==> src/rtl/pong_game_ctrl.sv <==
// pong_game_ctrl: match sequencer for the pong game.
//   Tracks the match state (IDLE, SERVE, RALLY, POINT, PAUSE, OVER) and the
//   packed 2+2 bit score, and drives the shared ball-enable / freeze controls.
// Ports:
//   vga_clk     sole clock
//   sys_rst     synchronous active-high reset
//   frame_tick  one-cycle pulse per frame
//   start_key   start key level (rising edge is the event)
//   pause_key   pause key level (rising edge is the event)
//   miss_left   ball crossed left goal -> right player scores
//   miss_right  ball crossed right goal -> left player scores
//   start       ball motion enable
//   s           freeze paddles and ball
//   score       [3:2] left, [1:0] right
//   serve_dir   0 = toward left, 1 = toward right
//   winner      00 none, 01 left, 10 right
//   game_over   high in OVER
//   blink       score blink phase in OVER, else 0
//   state       debug state code
module pong_game_ctrl #(
    parameter logic [7:0] SERVE_FRAMES = 8'd60,
    parameter logic [7:0] POINT_FRAMES = 8'd90,
    parameter logic [7:0] BLINK_FRAMES = 8'd30,
    parameter logic [1:0] WIN_SCORE    = 2'd3
) (
    input  logic       vga_clk,
    input  logic       sys_rst,
    input  logic       frame_tick,
    input  logic       start_key,
    input  logic       pause_key,
    input  logic       miss_left,
    input  logic       miss_right,
    output logic       start,
    output logic       s,
    output logic [3:0] score,
    output logic       serve_dir,
    output logic [1:0] winner,
    output logic       game_over,
    output logic       blink,
    output logic [2:0] state
);

    typedef enum logic [2:0] {
        IDLE  = 3'd0,
        SERVE = 3'd1,
        RALLY = 3'd2,
        POINT = 3'd3,
        PAUSE = 3'd4,
        OVER  = 3'd5
    } state_t;

    state_t     state_q, state_d;
    logic [1:0] left_q, left_d;
    logic [1:0] right_q, right_d;
    logic       serve_dir_q, serve_dir_d;
    logic [1:0] winner_q, winner_d;
    logic       game_over_q, game_over_d;
    logic       blink_q, blink_d;
    logic       start_q, start_d;
    logic       s_q, s_d;
    logic [7:0] frame_cnt_q, frame_cnt_d;
    logic       start_key_prev_q, start_key_prev_d;
    logic       pause_key_prev_q, pause_key_prev_d;

    logic start_ev;
    logic pause_ev;
    logic blink_wrap;

    function automatic logic [1:0] sat_inc(input logic [1:0] v);
        return (v == 2'd3) ? v : v + 2'd1;
    endfunction

    assign start_ev = start_key & ~start_key_prev_q;
    assign pause_ev = pause_key & ~pause_key_prev_q;

    always_comb begin
        state_d          = state_q;
        left_d           = left_q;
        right_d          = right_q;
        serve_dir_d      = serve_dir_q;
        winner_d         = winner_q;
        blink_d          = blink_q;
        start_key_prev_d = start_key;
        pause_key_prev_d = pause_key;
        blink_wrap       = 1'b0;

        case (state_q)
            IDLE: begin
                left_d  = '0;
                right_d = '0;
                if (start_ev) begin
                    state_d     = SERVE;
                    serve_dir_d = 1'b1;
                end
            end
            SERVE: begin
                if (frame_tick && frame_cnt_q == SERVE_FRAMES - 8'd1) begin
                    state_d = RALLY;
                end
            end
            RALLY: begin
                // A miss outranks a same-cycle pause; a double miss scores nobody.
                if (miss_left || miss_right) begin
                    state_d = POINT;
                    if (miss_left && !miss_right) begin
                        right_d     = sat_inc(right_q);
                        serve_dir_d = 1'b0;
                    end else if (miss_right && !miss_left) begin
                        left_d      = sat_inc(left_q);
                        serve_dir_d = 1'b1;
                    end
                end else if (pause_ev) begin
                    state_d = PAUSE;
                end
            end
            PAUSE: begin
                if (pause_ev) begin
                    state_d = RALLY;
                end
            end
            POINT: begin
                if (frame_tick && frame_cnt_q == POINT_FRAMES - 8'd1) begin
                    if (left_q == WIN_SCORE || right_q == WIN_SCORE) begin
                        state_d  = OVER;
                        winner_d = (left_q == WIN_SCORE) ? 2'b01 : 2'b10;
                        blink_d  = 1'b0;
                    end else begin
                        state_d = SERVE;
                    end
                end
            end
            OVER: begin
                if (start_ev) begin
                    state_d     = SERVE;
                    left_d      = '0;
                    right_d     = '0;
                    winner_d    = '0;
                    blink_d     = 1'b0;
                    serve_dir_d = 1'b1;
                end else if (frame_tick && frame_cnt_q == BLINK_FRAMES - 8'd1) begin
                    blink_d    = ~blink_q;
                    blink_wrap = 1'b1;
                end
            end
            default: begin
                state_d = IDLE;
            end
        endcase

        // A tick that causes a transition is spent on it, not counted afresh.
        if (state_d != state_q || blink_wrap) begin
            frame_cnt_d = '0;
        end else if (frame_tick) begin
            frame_cnt_d = frame_cnt_q + 8'd1;
        end else begin
            frame_cnt_d = frame_cnt_q;
        end

        // Registered control outputs follow the next state.
        start_d     = (state_d == RALLY) || (state_d == PAUSE);
        s_d         = !((state_d == SERVE) || (state_d == RALLY));
        game_over_d = (state_d == OVER);
    end

    always_ff @(posedge vga_clk) begin
        if (sys_rst) begin
            state_q          <= IDLE;
            left_q           <= '0;
            right_q          <= '0;
            serve_dir_q      <= 1'b1;
            winner_q         <= '0;
            game_over_q      <= 1'b0;
            blink_q          <= 1'b0;
            start_q          <= 1'b0;
            s_q              <= 1'b1;
            frame_cnt_q      <= '0;
            start_key_prev_q <= 1'b1;
            pause_key_prev_q <= 1'b1;
        end else begin
            state_q          <= state_d;
            left_q           <= left_d;
            right_q          <= right_d;
            serve_dir_q      <= serve_dir_d;
            winner_q         <= winner_d;
            game_over_q      <= game_over_d;
            blink_q          <= blink_d;
            start_q          <= start_d;
            s_q              <= s_d;
            frame_cnt_q      <= frame_cnt_d;
            start_key_prev_q <= start_key_prev_d;
            pause_key_prev_q <= pause_key_prev_d;
        end
    end

    assign start     = start_q;
    assign s         = s_q;
    assign score     = {left_q, right_q};
    assign serve_dir = serve_dir_q;
    assign winner    = winner_q;
    assign game_over = game_over_q;
    assign blink     = blink_q;
    assign state     = state_q;

endmodule

==> config.mk <==
export PLATFORM = sky130hd
export DESIGN_NAME = pong_game_ctrl
export DESIGN_NICKNAME = d
export VERILOG_FILES = /design/src/rtl/pong_game_ctrl.sv
export SDC_FILE = /design/constraint.sdc
export NUM_CORES = 1
export LEC_CHECK = 0
export CORE_MARGIN = 4
export CORE_UTILIZATION = 45
export DETAILED_ROUTE_END_ITERATION = 7
export PLACE_DENSITY_LB_ADDON = 0.1
export SYNTH_ARGS = -nofsm -noshare
export SYNTH_HDL_FRONTEND = slang
export SYNTH_SLANG_ARGS = --single-unit
==> constraint.sdc <==
create_clock -name vga_clk -period 2.41 [get_ports vga_clk]
set_input_delay 0.241 -clock vga_clk [delete_from_list [all_inputs] [get_ports vga_clk]]
set_output_delay 0.241 -clock vga_clk [all_outputs]
set_load 0.02 [all_outputs]
==> metrics.txt, run 1 <==
number of synthesized flops with an enable pin 0; die outline height 63.63 µm; Final Hold Fails 0; DP Cell Count 210; worst hold path type register to register; highest-count cells in the layout ignoring fill and taps 24 x dfxtp_1, 20 x nor2_1, 20 x clkdlybuf4s50_1; level count of the clock H-tree 1; filler instances 263; number of nets at the end of the flow 198; internal power component 0.0005375 W; Switching Power 0.0001689 W; TritonCTS clock tree done; Clock power frac 30.3%; total of endpoints with negative setup slack in the final report 0; number of buffers added for setup after CTS 0; nets in the synthesized netlist 172; number of buffer and inverter stages on the critical path 1; slew at the pin closest to its max-slew limit 0.4776 ns; critical-path maximum fanout 8; most common library cell in the layout ignoring fill and taps dfxtp_1; starting density of the core 48.82%; Final HPWL DP 2230 µm; CTS root buf clkbuf_4; insertion delay to the later sink of the worst-skew pair 0.32 ns; GRT Overall Usage 15.46%; count of port buffers added during placement 20; Via density 5.668; Synth cell types 51; fraction of the cycle the final worst path needs 85.13%; worst endpoint required time 2.64 ns; CTS Hold Bufs 0; Critical Path Start Type register; reg-to-reg setup timing slack 0.36 ns; total CTS buffers 3; number of global-route vias before repair 1,146; arrival time worst endpoint 2.28 ns; remaining global-route overflow 0; number of placed I/O pins 21; pin count of the biggest net entering global routing 16; CP endpoint kind register; worst-path cell with the longest stage delay dfxtp_1; Yosys reg bits 24; Final Instance Count excl. Fillers 214; power density normalized to cell area 419.1 nW/µm²; summed negative setup slack over all endpoints 0 ns; post-layout minimum cycle time 2.052 ns; via count of the routed design 1,213; die outline area 4049 µm²; Bufs on Longest Clock Path 2; worst-path cell chain inv_1 > ha_1 > and4bb_2 > and4_4 > a311oi_2 > o221ai_2 > a2111oi_2; residual DRC count 0; logic gate share of total power 11.6%; cts repair resizes 0; total wire length after detailed routing 2892 µm; Max-slew headroom 68.09%; Fin Clk Skew 0.002028 ns; length of the first detailed-routing pass in iterations 4; Num Clock Sinks 24; delay contributed by the slowest stage of the critical path 0.40 ns; initial antenna violation count 0; # diodes 0; async set-reset flop share out of synthesis 0%; number of warnings printed during yosys synthesis 0; worst IR drop on VDD 0.3289 mV; critical path start-end classification register to register; top cell type's share of synthesized area 34.50%; Placeable Area 2853 µm²; top_reg_cell synth dfxtp_1; average routed wire per standard cell 13.51 µm; main area contributors after synthesis dfxtp_1 35%, ha_1 6.3%, nor2_1 5.4%; Routability Congestion 0.7909; # rows 19; Syn Area/Cell 8.814 µm²; Die X 63.63 µm; drt first-iter violations 48; wire length of the first global-routing pass 5119 µm; Peak Freq 0.4874 GHz; status finished, final reports clean; antenna violation net count after detailed routing 0; standby leakage power 0.6570 nW; fraction of final layout cells with drive strength greater than 1 11.48%; share of power burned in registers 58.1%; share of synthesized area occupied by flip-flops and latches 34.50%; CP delay by family, top compound AO/OA/AOI/OAI gates; area leader, netlist dfxtp_1; post-synthesis instance total 158; synth-to-layout area growth 21.02%; RSZ-0062 raised after global routing false; number of max-capacitance violations reported 0; switching part of the total 23.91%; area of the mapped netlist 1393 µm²; clock slew seen by the registers of the worst setup and hold paths 0.13 ns; Max Slew Vio Count 0
-- cell families after synthesis --
kind of cell / Yosys count / synth area share, %
mux: 5 / 3.594
flops: 24 / 34.50
buf+inv: 12 / 4.402
xor+xnor: 8 / 5.031
simple gates: 78 / 31.81
fa+ha+maj: 7 / 6.289
compound gates: 24 / 14.37
-- synthesized netlist by cell type, drive strengths merged (5+ instances only) --
cell type,instances
dfxtp,24
nor2,21
nor2b,10
nand2,9
ha,7
inv,5
mux2i,5
nand2b,5
nor3,5
-- metrics by stage --
stage | total power (W) | instance area (µm²) | hold slack (ns) | setup WS (ns) | util [%]
after global routing | 0.0007380 | 1685 | 0.5365 | 0.07934 | 59.08
after global placement | 0.0004993 | 1649 | 0.4582 | 0.3274 | 57.81
final | 0.0007064 | 1685 | 0.5082 | 0.3583 | 59.08
after floorplan | 0.0004689 | 1393 | 0.3126 | 0.4974 | -
after detailed placement | 0.0005016 | 1649 | 0.4811 | 0.2156 | 57.81
after CTS | 0.0007149 | 1685 | 0.5109 | 0.3457 | 59.08
-- layout make-up --
| cell class | instances | area [µm²] | area share, % |
|---|---|---|---|
| Clock buffer | 4 | 36.28 | 2.153 |
| Timing Repair Buffer | 28 | 260.3 | 15.44 |
| Multi-Input combinational cell | 122 | 850.8 | 50.48 |
| Tap cell | 31 | 38.79 | 2.301 |
| Inverter | 5 | 18.77 | 1.114 |
| Sequential cell | 24 | 480.5 | 28.51 |
-- sequential cells by signal (all words and copies together), names as in the netlist --
| register | flops |
|---|---|
| pause_key_prev_q | 1 |
| frame_cnt_q | 8 |
| blink | 1 |
| start_key_prev_q | 1 |
| s | 1 |
| left_q | 2 |
| winner | 2 |
| serve_dir | 1 |
| game_over | 1 |
| right_q | 2 |
| start | 1 |
| state | 3 |
-- path summary, 6_finish.rpt --
| path | startpoint | to | cells past startpoint |
|---|---|---|---|
| worst max-delay path | frame_cnt_q[1] | frame_cnt_q[1] | 7 |
| worst min-delay path | serve_dir | serve_dir | 2 |
| worst max register to register | frame_cnt_q[1] | frame_cnt_q[1] | 7 |
| worst min register to register | serve_dir | serve_dir | 2 |
-- worst min-delay path, cell delays in order (launching register included) --
cell and delay (ns):
dfxtp_1 0.36, mux2i_1 0.07, nand2b_1 0.06
-- power groups by stage --
stage	Combinational, W	Sequential [W]	Clock [W]
global route	0.0000911	0.000412	0.000235
floorplan	0.0000479	0.000421	0
detailed placement	0.0000820	0.000420	0
global placement	0.0000804	0.000419	0
CTS	0.0000826	0.000411	0.000222
finish	0.0000817	0.000411	0.000214
-- layer usage --
metal  vias to the layer above  part of all wire [%]  GRT usage, %
met1                       565                    50         20.65
met4                         0                   1.5         4.852
li1                        614                     -             -
met2                        28                    44         23.60
met5                         -                     0             0
met3                         6                   5.2         4.796
Note: power is estimated with default switching activity, not from simulation.
==> run 2: changes to the inputs <==
--- a/config.mk
+++ b/config.mk
@@ -5,7 +5,7 @@
 export SDC_FILE = /design/constraint.sdc
 export NUM_CORES = 1
 export LEC_CHECK = 0
-export CORE_MARGIN = 4
+export CAP_MARGIN = 0
 export CORE_UTILIZATION = 45
 export DETAILED_ROUTE_END_ITERATION = 7
 export PLACE_DENSITY_LB_ADDON = 0.1
==> metrics.txt, run 2 (synthesis results as in run 1) <==
status complete, but fails checks; violated checks design-rule violations; Placeable Area 2853 µm² (unchanged); remaining global-route overflow 0 (unchanged); number of global-route vias before repair 1,143 (-0.26%); worst endpoint required time 2.62 ns (-0.02 ns); wire length of the first global-routing pass 4905 µm (-4.2%); number of nets at the end of the flow 198 (unchanged); number of max-capacitance violations reported 0 (unchanged); Die X 57.63 µm (-9.4%); slew at the pin closest to its max-slew limit 0.4838 ns (+0.006208 ns); worst-path cell with the longest stage delay nor4bb_1; pin count of the biggest net entering global routing 16 (unchanged); # diodes 0 (unchanged); worst hold path type register to register; flip-flop count of the largest register, all copies and words added 8 (unchanged); most common library cell in the layout ignoring fill and taps dfxtp_1; Max Slew Vio Count 0 (unchanged); delay contributed by the slowest stage of the critical path 0.46 ns (+0.06 ns); drt first-iter violations 33 (-31%); antenna violation net count after detailed routing 0 (unchanged); post-layout minimum cycle time 2.065 ns (+0.01312 ns); average routed wire per standard cell 13.28 µm (-1.8%); synth-to-layout area growth 21.02% (unchanged); worst-path cell chain ha_1 > nor4bb_1 > nand3_1 > a21boi_0 > xor2_1 > or3_1; arrival time worst endpoint 2.28 ns (about the same); Fin Clk Skew 0.003383 ns (+0.001355 ns); initial antenna violation count 0 (unchanged); Critical Path Start Type register; standby leakage power 0.6570 nW (unchanged); CTS Hold Bufs 0 (unchanged); Via density 5.682 (+0.25%); TritonCTS clock tree done; CP endpoint kind register; number of buffer and inverter stages on the critical path 0 (-1); fraction of the cycle the final worst path needs 85.68% (+0.54 points); die outline area 3321 µm² (-18%); Peak Freq 0.4843 GHz (-0.64%); residual DRC count 4 (+4); critical path start-end classification register to register; number of placed I/O pins 21 (unchanged); Max-slew headroom 67.68% (-0.41 points); count of port buffers added during placement 20 (unchanged); highest-count cells in the layout ignoring fill and taps 24 x dfxtp_1, 20 x nor2_1, 20 x clkdlybuf4s50_1; GRT Overall Usage 18.85% (+3.4 points); starting density of the core 48.82% (unchanged); die outline height 57.63 µm (-9.4%); total of endpoints with negative setup slack in the final report 0 (unchanged); length of the first detailed-routing pass in iterations 6 (+2); CP delay by family, top simple AND/OR/NAND/NOR gates; Routability Congestion 0.8953 (+13%); clock slew seen by the registers of the worst setup and hold paths 0.13 ns (about the same); Final Hold Fails 0 (unchanged); total CTS buffers 3 (unchanged); insertion delay to the later sink of the worst-skew pair 0.32 ns (about the same); total wire length after detailed routing 2841 µm (-1.8%); register ranked first by flip-flop count frame_cnt_q; # rows 19 (unchanged); worst slack after detailed placement 0.2367 ns (+0.02113 ns); power density normalized to cell area 417.4 nW/µm² (-0.41%); level count of the clock H-tree 1 (unchanged); worst IR drop on VDD 0.3211 mV (-2.4%); summed negative setup slack over all endpoints 0 ns (unchanged); Final HPWL DP 2203 µm (-1.2%); Num Clock Sinks 24 (unchanged); critical-path maximum fanout 4 (-4); number of buffers added for setup after CTS 0 (unchanged); final worst setup slack 0.3452 ns (-0.01312 ns); filler instances 263 (unchanged); cts repair resizes 0 (unchanged); fraction of final layout cells with drive strength greater than 1 11.48% (unchanged); RSZ-0062 raised after global routing false; CTS root buf clkbuf_4; Bufs on Longest Clock Path 2 (unchanged); via count of the routed design 1,216 (+0.25%)
## run 2: cell counts in the layout (fill, tap and decap cells not counted)
No cell type changed its count.
## run 2: power breakdown
part	leakage (nW)	switching [W]	total (W)	internal (W)
logic	0.441	0.0000417	0.0000827	0.0000411
clock network	0.0210	0.000118	0.000210	0.0000924
registers	0.195	0.00000635	0.000411	0.000404
total	0.657	0.000166	0.000703	0.000538
## run 2: worst reg2reg max path: cells and delay by family (launching register included)
kind	cells	cell delay, ns
AO/OA/AOI/OAI	1	0.30
adder cells (fa/ha/maj)	1	0.24
XOR/XNOR	1	0.10
flip-flops	1	0.43
AND/OR/NAND/NOR	3	0.89
## run 2: metrics by stage
stage                     instances  utilization [%]  cell area, µm²  hold slack, ns  total power, W
final                           214            59.08            1685          0.5072       0.0007035
after global routing            214            59.08            1685          0.5086       0.0007440
after CTS                       214            59.08            1685          0.5111       0.0007144
after detailed placement        210            57.81            1649          0.4811       0.0005023
after global placement          210            57.81            1649          0.4582       0.0004992
after floorplan                 158                -            1393          0.3126       0.0004689
## run 2: cell type report
type / count / area (µm²) / share of cell area, %
Clock buffer: 4 / 36.28 / 2.153
Sequential cell: 24 / 480.5 / 28.51
Timing Repair Buffer: 28 / 260.3 / 15.44
Tap cell: 31 / 38.79 / 2.301
Multi-Input combinational cell: 122 / 850.8 / 50.48
Inverter: 5 / 18.77 / 1.114
## run 2: final timing paths
check                 start        end  slack (ns)  cells after the start
min               serve_dir  serve_dir        0.51                      2
max reg2reg  frame_cnt_q[0]          s        0.35                      6
max          frame_cnt_q[0]          s        0.35                      6
min reg2reg       serve_dir  serve_dir        0.51                      2
## run 2: routing by layer
metal	global-route usage [%]	wire length, µm	vias up
met5	0	0	-
met4	5.226	31	0
met3	4.018	84	4
met2	31.23	1320	20
met1	24.83	1404	577
li1	-	-	615
==> run 3: changes to the inputs <==
--- a/config.mk
+++ b/config.mk
@@ -8,7 +8,8 @@
 export CAP_MARGIN = 0
 export CORE_UTILIZATION = 45
 export DETAILED_ROUTE_END_ITERATION = 7
-export PLACE_DENSITY_LB_ADDON = 0.1
+export PLACE_DENSITY_LB_ADDON = 0.25
+export SLEW_MARGIN = 5
 export SYNTH_ARGS = -nofsm -noshare
 export SYNTH_HDL_FRONTEND = slang
 export SYNTH_SLANG_ARGS = --single-unit
==> metrics.txt, run 3 (synthesis results as in run 1) <==
status complete, but fails checks; violated checks design-rule violations; worst hold path type register to register; CTS Hold Bufs 0 (unchanged); total wire length after detailed routing 2801 µm (-1.4%); Placeable Area 2853 µm² (unchanged); average routed wire per standard cell 13.21 µm (-0.48%); Max Slew Vio Count 0 (unchanged); die outline area 3321 µm² (unchanged); fraction of the cycle the final worst path needs 84.23% (-1.5 points); Fin Clk Skew 0.003558 ns (+0.0001753 ns); Worst Reg2Reg Path Length in Cells 6 (unchanged); number of max-capacitance violations reported 0 (unchanged); Routability Congestion 0.8690 (-2.9%); arrival time worst endpoint 2.23 ns (-0.05 ns); CTS root buf clkbuf_4; CP endpoint kind register; number of global-route vias before repair 1,189 (+4.0%); worst endpoint required time 2.61 ns (about the same); worst IR drop on VDD 0.3440 mV (+7.1%); worst hold endpoint blink; fraction of the core area covered by cells at the end of the flow 58.55% (-0.53 points); source of the worst hold timing path blink; Die X 57.63 µm (unchanged); final worst setup slack 0.3802 ns (+0.03496 ns); initial antenna violation count 0 (unchanged); synth-to-layout area growth 19.95%; number of buffers added for setup after CTS 0 (unchanged); worst hold slack 0.4999 ns (-0.007369 ns); power density normalized to cell area 416.9 nW/µm² (-0.13%); Bufs on Longest Clock Path 2 (unchanged); standby leakage power 0.6460 nW (-1.7%); TritonCTS clock tree done; # rows 19 (unchanged); Peak Freq 0.4926 GHz (+1.7%); register ranked first by flip-flop count frame_cnt_q; cts repair resizes 0 (unchanged); antenna violation net count after detailed routing 0 (unchanged); number of nets at the end of the flow 196 (-1.0%); via count of the routed design 1,214 (-0.16%); pin count of the biggest net entering global routing 19 (+3); number of placed I/O pins 21 (unchanged); die outline height 57.63 µm (unchanged); number of cells on the worst hold path 1 (-1); most common library cell in the layout ignoring fill and taps dfxtp_1; remaining global-route overflow 0 (unchanged); area of the multi-input gates 850.8 µm² (unchanged); Final Hold Fails 0 (unchanged); summed negative setup slack over all endpoints 0 ns (unchanged); drt first-iter violations 35 (+6.1%); reg-to-reg endpoint s; length of the first detailed-routing pass in iterations 6 (unchanged); post-layout minimum cycle time 2.030 ns (-0.03496 ns); Final HPWL DP 2239 µm (+1.6%); flip-flop count of the largest register, all copies and words added 8 (unchanged); insertion delay to the later sink of the worst-skew pair 0.30 ns (-0.02 ns); total CTS buffers 3 (unchanged); Via density 5.726 (+0.78%); highest-count cells in the layout ignoring fill and taps 24 x dfxtp_1, 20 x nor2_1, 20 x clkdlybuf4s50_1; RSZ-0062 raised after global routing false; R2R Path Start frame_cnt_q[0]; # diodes 0 (unchanged); critical path start-end classification register to register; critical-path maximum fanout 4 (unchanged); total of endpoints with negative setup slack in the final report 0 (unchanged); wire length of the first global-routing pass 4988 µm (+1.7%); residual DRC count 3 (-1); clock slew seen by the registers of the worst setup and hold paths 0.12 ns (about the same); filler instances 286 (+8.7%); level count of the clock H-tree 1 (unchanged); GRT Overall Usage 19.42% (+0.57 points); reg-to-reg setup timing slack 0.38 ns (+0.03 ns); footprint of the flip-flops and latches 480.5 µm² (unchanged); count of port buffers added during placement 20 (unchanged); Critical Path Start Type register; Max-slew headroom 64.51% (-3.2 points); fraction of final layout cells with drive strength greater than 1 10.50% (-0.98 points); slew at the pin closest to its max-slew limit 0.5313 ns (+0.04750 ns); Num Clock Sinks 24 (unchanged); starting density of the core 48.82% (unchanged); worst slack after detailed placement 0.1477 ns (-0.08903 ns)
run 3: per-stage QoR:
stage	cells	area [µm²]	power (W)
finish	212	1670	0.0006963
global placement	208	1634	0.0004979
detailed placement	208	1634	0.0005020
floorplan	158	1393	0.0004689
global route	212	1670	0.0007415
CTS	212	1670	0.0007080
run 3: area by class of cell:
cell class	count	share of cell area, %
Timing Repair Buffer	26	14.68
Multi-Input combinational cell	122	50.94
Inverter	5	1.124
Clock buffer	4	2.172
Tap cell	31	2.322
Sequential cell	24	28.76
run 3: worst max-delay path: stages, from the launching register on:
cell	delay, ns
dfxtp_1	0.42
ha_1	0.23
nor4bb_1	0.44
nand3_1	0.12
a21boi_0	0.30
xor2_1	0.11
or3_1	0.31
run 3: worst max-delay path by stage:
stage	depth (start not counted)	slack (ns)	to	startpoint
after floorplan	6	0.50	s	frame_cnt_q[0]
after global placement	8	0.31	s	miss_left
after detailed placement	8	0.15	s	miss_left
final	6	0.38	s	frame_cnt_q[0]
after CTS	6	0.35	s	frame_cnt_q[0]
after global routing	6	0.14	s	frame_cnt_q[0]
run 3: routing by layer:
| layer | track usage [%] | routed length (µm) |
|---|---|---|
| met1 | 21.52 | 1235 |
| met5 | 0 | 0 |
| met3 | 2.679 | 59 |
| met4 | 7.666 | 27 |
| met2 | 37.04 | 1480 |
run 3: power by group:
group          internal (W)  switching (W)  total (W)
Combinational     0.0000409      0.0000419  0.0000827
Sequential         0.000404     0.00000585   0.000410
Clock             0.0000922       0.000111   0.000204
Total              0.000537       0.000159   0.000696
